--- config.mk ---
export PLATFORM = sky130hd
export DESIGN_NAME = iobuf_bus_ctrl
export DESIGN_NICKNAME = d
export VERILOG_FILES = /design/src/rtl/iobuf_bus_pkg.sv /design/src/rtl/iobuf_bus_ctrl.sv
export SDC_FILE = /design/constraint.sdc
export NUM_CORES = 1
export LEC_CHECK = 0
export ABC_AREA = 1
export CAP_MARGIN = 20
export CORE_ASPECT_RATIO = 0.9
export CORE_MARGIN = 4
export CORE_UTILIZATION = 45
export DETAILED_ROUTE_END_ITERATION = 10
export PLACE_DENSITY = 0.79
export SLEW_MARGIN = 5
export SYNTH_ARGS = -nofsm -noshare
export SYNTH_HDL_FRONTEND = slang
export SYNTH_SLANG_ARGS = --single-unit
--- constraint.sdc ---
create_clock -name CLK -period 4.23 [get_ports CLK]
set_clock_uncertainty 0.2 [all_clocks]
set_input_delay 0.423 -clock CLK [delete_from_list [all_inputs] [get_ports CLK]]
set_output_delay 0.423 -clock CLK [all_outputs]
set_load 0.05 [all_outputs]
--- src/rtl/iobuf_bus_pkg.sv ---
// Shared types for the tri-state pad bus controller.
// FSM states, bus direction and counter sizing.
package iobuf_bus_pkg;

  typedef enum logic [2:0] {
    IDLE,
    TURN,
    DRIVE,
    SAMPLE,
    RESP
  } IobufBusState;

  typedef enum logic {
    RELEASED,
    DRIVING
  } IobufDir;

  function automatic int cntWidth(int turn, int hold);
    int m;
    m = (turn > hold) ? turn : hold;
    return (m < 1) ? 1 : $clog2(m + 1);
  endfunction

endpackage

--- src/rtl/iobuf_bus_ctrl.sv ---
// Half-duplex pad controller: drives IobufVec I/T, samples O,
// and inserts released turnaround cycles on every direction change.
module iobuf_bus_ctrl #(
  parameter int iovecWidth  = 8,
  parameter int TURN_CYCLES = 2,
  parameter int HOLD_CYCLES = 1
) (
  input  logic                  CLK,
  input  logic                  nRST,
  input  logic                  reqValid,
  output logic                  reqReady,
  input  logic                  reqWrite,
  input  logic [iovecWidth-1:0] reqData,
  output logic                  rspValid,
  input  logic                  rspReady,
  output logic [iovecWidth-1:0] rspData,
  output logic [iovecWidth-1:0] pinI,
  output logic                  pinT,
  input  logic [iovecWidth-1:0] pinO,
  output logic                  busy
);
  import iobuf_bus_pkg::*;

  localparam int CW = cntWidth(TURN_CYCLES, HOLD_CYCLES);
  localparam logic [CW-1:0] TURN_LOAD = CW'(TURN_CYCLES - 1);
  localparam logic [CW-1:0] HOLD_LOAD = CW'(HOLD_CYCLES - 1);

  IobufBusState state, state_n;
  IobufDir      dir, dir_n;
  logic [CW-1:0] cnt, cnt_n;
  logic          write, write_n;
  logic [iovecWidth-1:0] data, data_n;
  logic [iovecWidth-1:0] pin_i_n, rsp_data_n;
  logic          pin_t_n, rsp_valid_n;

  always_ff @(posedge CLK or negedge nRST) begin
    if (!nRST) begin
      state    <= IDLE;
      dir      <= RELEASED;
      cnt      <= '0;
      write    <= 1'b0;
      data     <= '0;
      pinI     <= '0;
      pinT     <= 1'b1;
      rspValid <= 1'b0;
      rspData  <= '0;
      reqReady <= 1'b0;
      busy     <= 1'b0;
    end else begin
      state    <= state_n;
      dir      <= dir_n;
      cnt      <= cnt_n;
      write    <= write_n;
      data     <= data_n;
      pinI     <= pin_i_n;
      pinT     <= pin_t_n;
      rspValid <= rsp_valid_n;
      rspData  <= rsp_data_n;
      reqReady <= (state_n == IDLE) && !rsp_valid_n;
      busy     <= (state_n != IDLE);
    end
  end

  always_comb begin
    state_n     = state;
    dir_n       = dir;
    cnt_n       = cnt;
    write_n     = write;
    data_n      = data;
    pin_i_n     = pinI;
    pin_t_n     = pinT;
    rsp_valid_n = rspValid;
    rsp_data_n  = rspData;
    unique case (state)
      IDLE: begin
        if (reqValid && reqReady) begin
          write_n = reqWrite;
          data_n  = reqData;
          if (reqWrite ? (dir == RELEASED) : (dir == DRIVING)) begin
            state_n = TURN;
            cnt_n   = TURN_LOAD;
            pin_t_n = 1'b1;
          end else if (reqWrite) begin
            state_n = DRIVE;
            cnt_n   = HOLD_LOAD;
            pin_t_n = 1'b0;
            pin_i_n = reqData;
          end else begin
            state_n = SAMPLE;
          end
        end
      end
      TURN: begin
        pin_t_n = 1'b1;
        if (cnt == '0) begin
          if (write) begin
            state_n = DRIVE;
            dir_n   = DRIVING;
            cnt_n   = HOLD_LOAD;
            pin_t_n = 1'b0;
            pin_i_n = data;
          end else begin
            state_n = SAMPLE;
            dir_n   = RELEASED;
          end
        end else begin
          cnt_n = cnt - CW'(1);
        end
      end
      DRIVE: begin
        // pads stay parked driving after the hold expires
        if (cnt == '0) state_n = IDLE;
        else cnt_n = cnt - CW'(1);
      end
      SAMPLE: begin
        rsp_data_n  = pinO;
        rsp_valid_n = 1'b1;
        state_n     = RESP;
      end
      RESP: begin
        if (rspReady) begin
          rsp_valid_n = 1'b0;
          state_n     = IDLE;
        end
      end
      default: state_n = IDLE;
    endcase
  end

endmodule

# [Word level (Yosys, flattened, before mapping)]
# Index checks and enable logic that the tools add are counted.
[totals] reg_bits=35 input_bits=21 out_inout_bits=20 elab_cells=70
[classes] n_addsub=1 n_eq_ne=12 n_mux=31 n_bitwise=1 reduce_logical=14
[ops] cell="8-bit 2-to-1 mux" n=5
[ops] cell="8-bit case mux with 2 select lines" n=1
[ops] cell="3-bit case mux with 5 select lines" n=1
[ops] cell="2-bit 2-to-1 mux" n=7
[ops] cell="3-bit 2-to-1 mux" n=4
[ops] cell="2-bit inequality test (second input constant)" n=6
[ops] cell="1-bit 2-to-1 mux" n=10
[ops] cell="3-bit by 2-bit equality test with 1-bit output (second input constant)" n=2
[ops] cell="3-bit logical NOT" n=2
[ops] cell="3-bit inequality test (second input constant)" n=2
[ops] cell="2-bit case mux with 3 select lines" n=1
[ops] cell="6-bit AND reduction" n=1
[ops] cell="3-bit nonzero test" n=2
[ops] cell="5-bit AND reduction" n=1
[ops] cell="1-bit case mux with 2 select lines" n=2
[ops] cell="2-bit AND reduction" n=2
[ops] cell="3-bit by 1-bit equality test with 1-bit output (second input constant)" n=1
[ops] cell="3-bit equality test (second input constant)" n=1
[ops] cell="3-bit AND reduction" n=1
[ops] cell="1-bit logical AND" n=2
[ops] cell="2-bit logical NOT" n=1
[ops] cell="2-bit nonzero test" n=1
[ops] cell="2-bit by 1-bit subtractor with 2-bit output (second input constant)" n=1
[ops] cell="1-bit logical NOT" n=1
[ops] cell="1-bit inverter" n=1

# [Longest topological paths before layout]
[logic_depth] word_depth=7 mapped_depth=9 mapped_depth_nobuf=9

# [Worst setup path before layout]
# Ideal clock, no wire load.
[synth_path] path_type="flip-flop to flip-flop" from="register reqReady" to="register pinI[0]" setup_time_ps=119 arrival_time_ps=1488 required_time_ps=3911 slack_ps=2423 stages_incl_launch_ff=8 n_path_buf=0 period_less_slack_ps=1807 path_cell_list="dfrtp_1 -> nand2_1 -> nand2_1 -> nand2_1 -> o21ai_4 -> nand2_4 -> nand2_1 -> nand2_1"
[synth_via] elab_chain_len=3
[synth_lines] element="start: declaration" line_no="iobuf_bus_ctrl.sv:11" rtl="output logic reqReady,"
[synth_lines] element="start signal: assignment" line_no="iobuf_bus_ctrl.sv:59" rtl="reqReady <= (state_n == IDLE) && !rsp_valid_n;"
[synth_lines] element="1-bit logical AND" line_no="iobuf_bus_ctrl.sv:76" rtl="if (reqValid && reqReady) begin"
[synth_lines] element="2-bit inequality test (no line)"
[synth_lines] element="6-bit AND reduction (no line)"
[synth_lines] element="end signal: assignment" line_no="iobuf_bus_ctrl.sv:55" rtl="pinI <= pin_i_n;"
[synth_lines] element="end: declaration" line_no="iobuf_bus_ctrl.sv:17" rtl="output logic [iovecWidth-1:0] pinI,"
# No other way between the ends.
# A chain may end at the register's enable or synchronous reset.

# [Worst setup path in the final report]
[layout_path] from="register pinT" to="output port pinT"
[layout_lines] element="start: declaration" line_no="iobuf_bus_ctrl.sv:18" rtl="output logic pinT,"
[layout_lines] element="start signal: assignment" line_no="iobuf_bus_ctrl.sv:56" rtl="pinT <= pin_t_n;"
# No word-level cell between the ends.

==> run summary <==
Run status - finished, final reports clean
CTS tree - yes
Die Area - 4960 sq um
Period utilization - 52.7%
WHS Path Cells - 2
Synthesized-area fraction occupied by and/or/nand/nor cells - 25.4%
Slew @ Worst Pin - 0.501 ns
Fin. Hold Viols - 0
Via count - 1421
Leakage power - 1.14 nW
Core area - 3730 sq um
Initial detailed-routing violation count - 63
N_diodes - 0
Max_cap viols - 0
Routed Antenna Nets - 0
Pwr dens - 291 nW/um^2
Final cell count without fillers - 294
Syn nets - 229
Post-synthesis sequential area ratio - 50.1%
Largest family of logic cells by synthesized area - simple AND/OR/NAND/NOR gates
Clk buf depth - 2
Power Total - 668 uW
Fin crit period - 2.23 ns
Drt via density - 4.83
Max Slew Vio Count - 0
Postcts setup bufs - 0
Distinct cell type count after synthesis - 22
DRC - 0
RSZ-0062 raised after global routing - false
Mapped cell area - 1750 sq um
CP bufs+invs - 1
Rows - 21
Initial DRT Pass Iterations - 4
Util after Layout - 61.4%
Setup ws final - 2.00 ns
Die width - 73.8 um
Fmax achieved - 448 MHz
I/O pin cnt - 41
Cell Chain, Critical Path - clkdlybuf4s50_1
First-pass GRT wire length - 6020 um
Cts repair resizes - 0
Worst-Skew Late Latency - 0.29 ns
Startpoint types - register
Initial antenna violation count - 0
Syn Inst Count - 202
Detailed Route WL - 3580 um
H-tree Lvls - 2
Final Wtd Congestion - 0.901
Starting Density - 46.9%
Hold Worst Slack - 0.265 ns
Layout cell share with drive strength beyond 1 - 10.1%
Synth warnings - 0
Final #Nets - 274
CP max FO - 2
Clk slew on worst S/H paths - 0.07 ns
Compound-Gate Fraction of Synth Area - 8.71%
# setup viols final - 0
Syn Area/Cell - 8.67 sq um
Flops & latches, synth - 35
GRT Util Overall - 16.2%
Area grow syn2layout - 30.8%
Largest net degree at the start of global routing - 36
Slowest stage cell on the critical path - clkdlybuf4s50_1
Placed instance area - 2190 sq um
Type of the worst setup path - reg -> out
Worst path top cell family by delay - buffers and inverters
Worst vdd ir - 0.000254 V
DP HPWL - 2700 um
R2r worst-path depth - 8
Synth Area in Adders - 4.29%
CTS buffer count - 5
Clock Sink Count - 35
Critical path arrival - 1.61 ns
Remaining global-route overflow - 0
Dpl cells - 286
Setup TNS - 0 ns
Multiplexer share of the synthesized area - 5.14%
Worst Hold Class - reg -> reg
Hold-fix buffers at CTS - 0
XOR/XNOR Fraction of Synth Area - 0%
Routed len/inst - 12.2 um
Vias in the first global route - 1337
Port buffer count - 40
Root Driver - clkbuf_8
Die Span Y - 67.2 um
Worst path depth - 1
Slew headroom - 66.5%
Pre-CTS setup slack - 1.87 ns
Crit-path max cell delay - 0.79 ns
Worst Path Required - 3.61 ns
Nature of the critical path endpoint - output pin
Cell area after layout - 2290 sq um
## Yosys cell counts
cell,n,share of area [%]
ha_1,6,4.3
o21ai_2,1,0.50
o21ai_0,6,1.7
dfstp_2,1,1.5
nor2_1,8,1.7
nand2_1,61,13
inv_2,6,1.3
nor2_2,2,0.71
nand2_4,2,1.3
dfrtp_1,34,49
mux2_1,8,5.1
a21boi_1,1,0.43
inv_1,17,3.6
nor3_1,1,0.29
o21ai_4,1,0.93
buf_6,1,0.64
buf_4,2,0.86
a21oi_1,1,0.29
nor2_4,2,1.3
nand3_1,22,6.3
o21ai_1,17,4.9
nand2_2,2,0.71
## path summary, 6_finish.rpt
path | startpoint | to | slack (ns)
setup / recovery | pinT | pinT | 2.00
hold reg to reg | pinT | pinT | 0.27
max in group asynchronous | nRST | pinT | 3.16
setup reg to reg | dir | pinI[1] | 2.49
hold / removal | pinT | pinT | 0.27
min in group asynchronous | nRST | pinI[4] | 0.34
## report_power, final
group	leakage [nW]	switching, mW	internal [mW]
Clock	0.0515	0.117	0.149
Combinational	0.650	0.0330	0.0288
Sequential	0.441	0.00182	0.339
Total	1.14	0.152	0.516
## state kept, by name (all words and copies together), names as in the netlist
register / count
data: 8
pinI: 8
rspData: 8
state: 3
cnt: 2
busy: 1
dir: 1
pinT: 1
reqReady: 1
rspValid: 1
write: 1
## tightest hold or removal path: stages (launching register included)
cell and delay [ns]:
dfstp_2 0.37, nand2_1 0.06, nand2_1 0.04
## routing by layer
layer  vias to the layer above  part of all wire [%]  GRT usage, %
met5                         -                     0             0
met1                       632                    49          20.5
li1                        740                     -             -
met3                         7                   6.3          4.61
met4                         0                   2.1          8.14
met2                        42                    43          25.4
## cell usage in the layout (no fill, tap or decap), drive strengths merged
cell type / instances
nor2: 12
nand2: 65
buf: 1
ha: 6
a21oi: 1
dfrtp: 34
dfstp: 1
clkbuf: 8
inv: 23
a21boi: 1
clkdlybuf4s50: 40
o21ai: 25
mux2: 8
nand3: 22
nor3: 1
## area by class of cell
cell class	count	area [sq um]
clock buffer	8	100
fill	322	1440
inverter	23	86.3
multi-input combinational	141	762
sequential	35	877
tap	46	57.6
timing repair buffer	41	408
## kinds of logic after synthesis
family / after synthesis
DFF: 35
adders and majority gates: 6
muxes: 8
buffers and inverters: 26
and+or+nand+nor: 100
AOI/OAI and AO/OA: 27
(Power assumes the default switching activity.)
